===== src/rtl/perf_pkg.sv =====
// Shared types and constants for the performance counter bank.
package perf_pkg;

  typedef enum logic [1:0] {
    RUN     = 2'd0,
    HALTED  = 2'd1,
    TIMEOUT = 2'd2
  } perf_state_e;

  // Event channel assignment used by the cpu integration.
  localparam int CH_INST       = 0;
  localparam int CH_ICACHE_HIT = 1;
  localparam int CH_DCACHE_HIT = 2;
  localparam int CH_ICACHE_REQ = 3;
  localparam int CH_DCACHE_REQ = 4;
  localparam int CH_MEM_RD     = 5;
  localparam int CH_MEM_WR     = 6;
  localparam int CH_REG_WR     = 7;

endpackage


===== src/rtl/perf_counter_cell.sv =====
// Single event counter with sticky overflow flag.
// Wraps on overflow by default; saturates when PERF_SATURATE_EN is defined.
module perf_counter_cell
  import perf_pkg::*;
#(
  parameter int CNT_W = 32
) (
  input  logic             clk,
  input  logic             rst_n,
  input  logic             inc,
  input  logic             frz,
  input  logic             clr,
  output logic [CNT_W-1:0] cnt,
  output logic             ovf
);

  logic             at_max;
  logic [CNT_W-1:0] nxt;

  assign at_max = &cnt;

  always_comb begin
`ifdef PERF_SATURATE_EN
    nxt = at_max ? cnt : cnt + CNT_W'(1);
`else
    nxt = cnt + CNT_W'(1);
`endif
  end

  // NOTE: state updates use non-blocking assignments so every cell samples
  // the same pre-edge values regardless of process ordering.
  always_ff @(posedge clk) begin
    if (!rst_n) begin
      cnt <= '0;
      ovf <= 1'b0;
    end else if (clr) begin
      cnt <= '0;
      ovf <= 1'b0;
    end else if (inc && !frz) begin
      cnt <= nxt;
      if (at_max) ovf <= 1'b1;
    end
  end

endmodule


===== src/rtl/perf_counter_bank.sv =====
// Event-statistics unit: NUM_CH event counters, a cycle counter, halt/watchdog
// freeze and a registered read port. Optional macro: PERF_SATURATE_EN.
module perf_counter_bank
  import perf_pkg::*;
#(
  parameter int NUM_CH      = 8,
  parameter int CNT_W       = 32,
  parameter int CYCLE_LIMIT = 100000
) (
  input  logic                         clk,
  input  logic                         rst_n,
  input  logic [NUM_CH-1:0]            ev_in,
  input  logic                         halt,
  input  logic                         clr,
  input  logic                         rd_en,
  input  logic [$clog2(NUM_CH+1)-1:0]  rd_addr,
  output logic [CNT_W-1:0]             rd_data,
  output logic                         rd_vld,
  output logic [NUM_CH:0]              ovf,
  output logic                         halted,
  output logic                         timeout
);

  localparam int               AW    = $clog2(NUM_CH + 1);
  localparam logic [CNT_W-1:0] LIMIT = CNT_W'(CYCLE_LIMIT);

  perf_state_e      state, state_nxt;
  logic             frz;
  logic             wd_hit;
  logic [NUM_CH:0]  cell_inc;
  logic [CNT_W-1:0] cnt [NUM_CH+1];
  logic [CNT_W-1:0] rd_sel;

  // The top cell is the free-running cycle counter.
  assign cell_inc = {1'b1, ev_in};
  assign frz      = (state != RUN);

  for (genvar g = 0; g <= NUM_CH; g++) begin : g_cell
    perf_counter_cell #(.CNT_W(CNT_W)) u_cell (
      .clk   (clk),
      .rst_n (rst_n),
      .inc   (cell_inc[g]),
      .frz   (frz),
      .clr   (clr),
      .cnt   (cnt[g]),
      .ovf   (ovf[g])
    );
  end

  // Fires when this cycle's tick brings the cycle count to the limit.
  assign wd_hit = (CYCLE_LIMIT != 0) && (cnt[NUM_CH] + CNT_W'(1) == LIMIT);

  always_ff @(posedge clk) begin
    if (!rst_n) state <= RUN;
    else        state <= state_nxt;
  end

  // NOTE: every always_comb output gets a default first so no latch is inferred.
  always_comb begin
    state_nxt = state;
    if (clr) begin
      state_nxt = RUN;
    end else if (state == RUN) begin
      if (halt)        state_nxt = HALTED;
      else if (wd_hit) state_nxt = TIMEOUT;
    end
  end

  assign halted  = (state == HALTED);
  assign timeout = (state == TIMEOUT);

  // Out-of-range addresses fall through to zero.
  always_comb begin
    rd_sel = '0;
    for (int i = 0; i <= NUM_CH; i++) begin
      if (rd_addr == AW'(i)) rd_sel = cnt[i];
    end
  end

  always_ff @(posedge clk) begin
    if (!rst_n) begin
      rd_data <= '0;
      rd_vld  <= 1'b0;
    end else begin
      rd_vld <= rd_en;
      if (rd_en) rd_data <= rd_sel;
    end
  end

endmodule


===== config.mk =====
export PLATFORM = sky130hd
export DESIGN_NAME = perf_counter_bank
export DESIGN_NICKNAME = d
export VERILOG_FILES = /design/src/rtl/perf_pkg.sv /design/src/rtl/perf_counter_cell.sv /design/src/rtl/perf_counter_bank.sv
export SDC_FILE = /design/constraint.sdc
export NUM_CORES = 1
export LEC_CHECK = 0
export ABC_AREA = 1
export CAP_MARGIN = 20
export CORE_MARGIN = 4
export CORE_UTILIZATION = 55
export DETAILED_ROUTE_END_ITERATION = 7
export PLACE_DENSITY = 0.8
export SETUP_SLACK_MARGIN = 0.4
export SYNTH_ARGS = -nofsm -noshare
export SYNTH_HDL_FRONTEND = slang
export SYNTH_HIERARCHICAL = 1
export SYNTH_SLANG_ARGS = --single-unit

===== constraint.sdc =====
create_clock -name clk -period 4.59 [get_ports clk]
set_input_delay 1.1475 -clock clk [delete_from_list [all_inputs] [get_ports clk]]
set_output_delay 1.1475 -clock clk [all_outputs]
set_load 0.02 [all_outputs]

==> flow_metrics.py, run 1 <==
metrics = {
    "clock_tree": {
        "cts_hold_buf": 0,
        "cts_root_buf": "clkbuf_16",
        "clk_pin_slew_ns": 0.06,
        "clkSinkCount": 332,
        "numCtsBuffers": 38,
        "cts_buffer_depth": 3,
        "cts_tree": "built",
        "post-cts-setup-buffers": 0,
        "cts_resized": 0,
        "clk_latency_ns": 0.58,
        "htree_levels": 2,
    },
    "setup_path": {
        "start_kind": "input pin",
        "critPathKind": "in -> reg",
        "rr_worst_depth": 10,
        "cpPeakStageDelay_ns": 0.66,
        "r2r_end": "g_cell[4].u_cell/cnt[17]",
        "arrival_ns": 3.52,
        "rrSetupSlack_ns": 2.27,
        "cp_data_required_time_ns": 5.10,
        "worst-path-buf-inv": 3,
        "timing.rr.start": "state[0]",
        "worst_setup_path_end_kind": "register",
        "crit_fanout": 32,
        "cpMostUsedCell": "nand2_1",
        "crit_chain": "clkdlybuf4s50_1, nand2_1, inv_1, nand2_1, inv_1, a221oi_1, nand2_1, o21ai_0, nand4_1, nand2_1, a21oi_1",
        "slowest_stage": "inv_1",
        "critPathTopFamily": "buffers and inverters",
    },
    "placement": {
        "io_buffer_count": 60,
        "hpwl_um": 52100,
        "gp_congestion": 1.07,
        "dpl.cell_count": 3950,
    },
    "grt": {
        "grt_pass1_wl_um": 106000,
        "grt_max_degree": 65,
        "grt_usage": 0.322,
        "grt_antenna_before_repair": 0,
        "grt_overflow_total": 0,
        "grt_pass1_vias": 19400,
    },
    "cells_and_area": {
        "diodes": 0,
        "layoutNonFillerInstCount": 4018,
        "fin_util": 0.626,
        "nets": 3512,
        "area_growth_pct": 11.6,
        "drive_above_1_share": 0.0797,
    },
    "floorplan": {
        "die_h_um": 202,
        "start_util": 0.561,
        "boundaryPins": 61,
        "std_cell_rows": 70,
        "coreArea_um2": 36900,
        "die_w_um": 202,
        "die_area_um2": 40800,
    },
    "drt": {
        "post_drt_wl_per_cell_um": 17.1,
        "first_pass_iters": 7,
        "dr_wl_met2_um": 28100,
        "top_layer": "met4",
        "drtIter0Drc": 3274,
        "wl_met3_um": 8710,
        "ant_nets": 0,
        "viasPerCell": 5.65,
        "wl_um": 68700,
        "drcViolationCount": 0,
        "wl_met1_um": 29000,
        "vias": 22700,
    },
    "min_path": {
        "hold_depth": 2,
        "hp-class": "reg -> reg",
        "min_from": "g_cell[8].u_cell/ovf",
        "whs_endpoint": "g_cell[8].u_cell/ovf",
    },
    "timing": {
        "post-route-period-util": 0.655,
        "slew_headroom": 0.230,
        "finalSetupTns_ns": 0,
        "fin_skew_ns": 0.0265,
        "worstMarginPinSlew_ns": 1.15,
        "setup_viol": 0,
        "hold_viol_final": 0,
        "period_needed_ns": 3.01,
        "rsz0062_at_grt": "no",
        "slew_violations": 0,
        "max_freq_ghz": 0.332,
    },
    "pwr": {
        "power_density_nw_per_um2": 276,
        "power_mw": 6.36,
        "peakVddDrop_v": 0.000272,
        "leakage_nw": 7.98,
    },
    "status": {
        "status": "completed",
    },
    "logic_synthesis": {
        "yosysSeqAreaShare": 0.321,
        "synth.top_cell.area_share": 0.321,
        "yosys-top-cells-area": "dfxtp_1 32%, nand2_1 18%, nor2_1 12%, nand3_1 6.7%, inv_1 6.1%",
        "synth_area_leader_cell": "dfxtp_1",
        "synth_cells": 3432,
        "syn_area_um2": 20700,
        "yosysWarnings": 6,
        "syn_avg_cell_area_um2": 6.03,
        "synth.distinct_cells": 35,
        "synth.ff_latch_count": 332,
    },
    "flow_run": {
        "max_cap_violations": 0,
    },
}
-- power breakdown --
part / internal, mW / switching (mW)
registers: 2.90 / 0.0212
clock network: 1.89 / 1.27
logic: 0.0814 / 0.206
-- worst min-delay path, cell delays in order (launching register included) --
cell and delay, ns:
dfxtp_1 0.31, inv_1 0.04, a21oi_1 0.05
-- kinds of logic after synthesis --
group	Yosys count	synth area share
other	1	0.000181
AO/OA/AOI/OAI	338	0.0875
flip-flops	332	0.321
XOR/XNOR	24	0.0102
buffers and inverters	428	0.0796
AND/OR/NAND/NOR	2300	0.496
adder cells (fa/ha/maj)	9	0.00544
-- Yosys cell counts --
cell	count
xnor2_1	4
inv_1	335
nor2_1	653
nand2_2	13
ha_1	9
nand3_2	18
nor2_4	47
nand4_1	68
or2_2	4
a221oi_1	17
and3_1	5
nor3_1	54
o2111a_1	1
nand3b_1	18
a21oi_1	188
clkbuf_1	31
o21ai_0	116
buf_2	29
and2_1	9
nand2_4	18
a21oi_2	1
nor2_2	77
nand2_1	1011
buf_4	1
o211ai_1	4
nor3b_1	28
nand3_1	277
a211oi_1	5
clkinv_1	9
xor2_1	20
conb_1	1
dfxtp_1	332
inv_2	20
o2111ai_1	6
buf_1	3
-- per-stage QoR --
stage | worst slack, ns | cell area [um^2] | hold slack (ns)
finish | 1.58 | 23100 | 0.447
global route | 1.39 | 23100 | 0.474
CTS | 1.68 | 23100 | 0.450
detailed placement | 1.10 | 21800 | 0.441
global placement | 1.12 | 21800 | 0.437
floorplan | 2.22 | 20700 | 0.452
-- state kept, by name, indices dropped and copies added, names as in the netlist --
signal	count
g_cell.u_cell/cnt	288
rd_data	32
g_cell.u_cell/ovf	9
state	2
rd_vld	1
-- how the worst max path moves through the flow --
stage	startpoint	to	slack (ns)	depth (start not counted)
CTS	state[1]	timeout	1.68	3
global route	rd_addr[1]	rd_data[10]	1.39	13
floorplan	rd_addr[3]	rd_data[9]	2.22	11
finish	rd_addr[0]	rd_data[8]	1.58	11
global placement	rd_addr[1]	rd_data[1]	1.12	12
detailed placement	rd_addr[1]	rd_data[1]	1.10	12
-- per-layer routing --
layer	GRT usage	vias up
met5	0	-
met2	0.465	1296
li1	-	11100
met3	0.0826	193
met1	0.459	10200
met4	0.127	0
-- cells in the final DEF, fill, tap and decap left out, drive strengths merged --
cell type / n
nand4: 68
conb: 2
bufinv: 4
nor3b: 28
ha: 9
o211ai: 4
clkbuf: 52
nand3b: 18
clkdlybuf4s50: 60
xnor2: 4
nor3: 54
and2: 9
nand3: 295
o2111ai: 6
o21ai: 116
clkinv: 17
inv: 357
buf: 17
nor2: 777
and3: 5
clkinvlp: 2
a21oi: 189
xor2: 20
o2111a: 1
nand2: 1042
dfxtp: 332
a211oi: 5
a221oi: 17
or2: 4
-- final cells by class --
class	instances	area, um^2
Inverter	364	1370
Sequential cell	332	6650
Tap cell	504	631
Multi-Input combinational cell	2673	12400
Clock buffer	52	1080
Timing Repair Buffer	77	728
Clock inverter	16	204
Fill cell	3597	13800
Note: power is estimated with default switching activity, not from simulation.
==> run 2: changes to the inputs <==
==> constraint.sdc (replaced) <==
create_clock -name clk -period 2.99 [get_ports clk]
set_input_delay 0.7475 -clock clk [delete_from_list [all_inputs] [get_ports clk]]
set_output_delay 0.7475 -clock clk [all_outputs]
set_load 0.02 [all_outputs]
==> flow_metrics.py, run 2 (same netlist as run 1, synthesis figures left out) <==
metrics = {
    "drt": {
        "drcViolationCount": 0,
        "drtIter0Drc": 3109,
        "ant_nets": 0,
        "viasPerCell": 5.63,
        "wl_um": 69500,
        "post_drt_wl_per_cell_um": 17.2,
        "first_pass_iters": 8,
        "vias": 22700,
    },
    "clock_tree": {
        "cts_hold_buf": 0,
        "cts_resized": 0,
        "post-cts-setup-buffers": 0,
        "cts_tree": "built",
        "cts_buffer_depth": 3,
        "cts_root_buf": "clkbuf_16",
        "numCtsBuffers": 39,
        "htree_levels": 2,
        "clkSinkCount": 332,
        "clk_latency_ns": 0.57,
        "clk_pin_slew_ns": 0.06,
    },
    "cells_and_area": {
        "drive_above_1_share": 0.0857,
        "largest_reg_flops": 288,
        "design_area_um2": 23300,
        "layoutNonFillerInstCount": 4039,
        "diodes": 0,
        "regMostFlops": "g_cell.u_cell/cnt",
        "layout_commonest_cell": "nand2_1",
        "top_regs": "g_cell.u_cell/cnt (288), rd_data (32), g_cell.u_cell/ovf (9)",
        "fill_cells": 3534,
        "seq_area_um2": 6650,
        "fin_util": 0.632,
        "layout_common_cells": "1011 x nand2_1, 649 x nor2_1, 335 x inv_1, 332 x dfxtp_1, 277 x nand3_1",
        "nets": 3532,
        "area_growth_pct": 12.6,
        "multi_input_area_um2": 12400,
    },
    "timing": {
        "max_freq_ghz": 0.403,
        "fin_skew_ns": 0.0276,
        "rsz0062_at_grt": "no",
        "post-route-period-util": 0.829,
        "worstMarginPinSlew_ns": 1.13,
        "finalSetupTns_ns": 0,
        "hold_viol_final": 0,
        "slew_headroom": 0.245,
        "slew_violations": 0,
        "setup_viol": 0,
        "hold_ws_ns": 0.446,
        "setup_ws_ns": 0.510,
        "period_needed_ns": 2.48,
    },
    "floorplan": {
        "start_util": 0.561,
        "die_h_um": 202,
        "die_w_um": 202,
        "die_area_um2": 40800,
        "boundaryPins": 61,
        "coreArea_um2": 36900,
        "std_cell_rows": 70,
    },
    "grt": {
        "grt_usage": 0.327,
        "grt_max_degree": 51,
        "grt_pass1_vias": 19500,
        "grt_pass1_wl_um": 108000,
        "grt_overflow_total": 0,
        "grt_antenna_before_repair": 0,
    },
    "min_path": {
        "hp-class": "reg -> reg",
    },
    "placement": {
        "hpwl_um": 53500,
        "pre_cts_ws_ns": 0.0879,
        "io_buffer_count": 60,
        "dpl-instance-area_um2": 22000,
        "gp_congestion": 1.03,
        "dpl.cell_count": 3969,
    },
    "setup_path": {
        "slowest_stage": "clkdlybuf4s50_1",
        "critPathTopFamily": "buffers and inverters",
        "cpPeakStageDelay_ns": 0.62,
        "critPathKind": "reg -> out",
        "worst-path-buf-inv": 2,
        "arrival_ns": 1.73,
        "crit_fanout": 3,
        "worst_setup_path_end_kind": "output pin",
        "start_kind": "register",
        "crit_chain": "inv_1, nor2_1, clkdlybuf4s50_1",
        "cp_data_required_time_ns": 2.24,
    },
    "pwr": {
        "peakVddDrop_v": 0.000422,
        "power_mw": 9.77,
        "power_density_nw_per_um2": 419,
        "leakage_nw": 8.09,
    },
    "flow_run": {
        "max_cap_violations": 0,
    },
    "status": {
        "status": "completed",
    },
}
## run 2: worst register-to-register path: stages (launching register included)
cell and delay [ns]:
dfxtp_1 0.32, nor2_1 0.15, inv_1 0.50, inv_2 0.25, nand2_4 0.13, nor2_4 0.21
nand3_1 0.23, o21ai_0 0.29, a21oi_1 0.09
## run 2: final cells by class
class	count	area share
Clock inverter	18	0.00720
Timing Repair Buffer	96	0.0411
Sequential cell	332	0.285
Tap cell	504	0.0271
Inverter	364	0.0586
Multi-Input combinational cell	2673	0.533
Clock buffer	52	0.0474
## run 2: path summary, 6_finish.rpt
kind | start | endpoint | slack, ns | cells past startpoint
worst max register to register | state[0] | g_cell[1].u_cell/cnt[9] | 0.68 | 8
worst max-delay path | state[1] | timeout | 0.51 | 3
worst min register to register | g_cell[8].u_cell/ovf | g_cell[8].u_cell/ovf | 0.45 | 2
worst min-delay path | g_cell[8].u_cell/ovf | g_cell[8].u_cell/ovf | 0.45 | 2
## run 2: power breakdown
group,switching (mW),internal [mW]
Clock,2.03,2.79
Combinational,0.324,0.147
Sequential,0.0327,4.44
Total,2.39,7.38
## run 2: metal layers
metal | GRT usage | vias to the layer above | part of all wire
met5 | 0 | - | 0
met4 | 0.110 | 0 | 0.031
met3 | 0.0624 | 134 | 0.12
met2 | 0.474 | 1204 | 0.41
met1 | 0.487 | 10300 | 0.44
li1 | - | 11100 | -
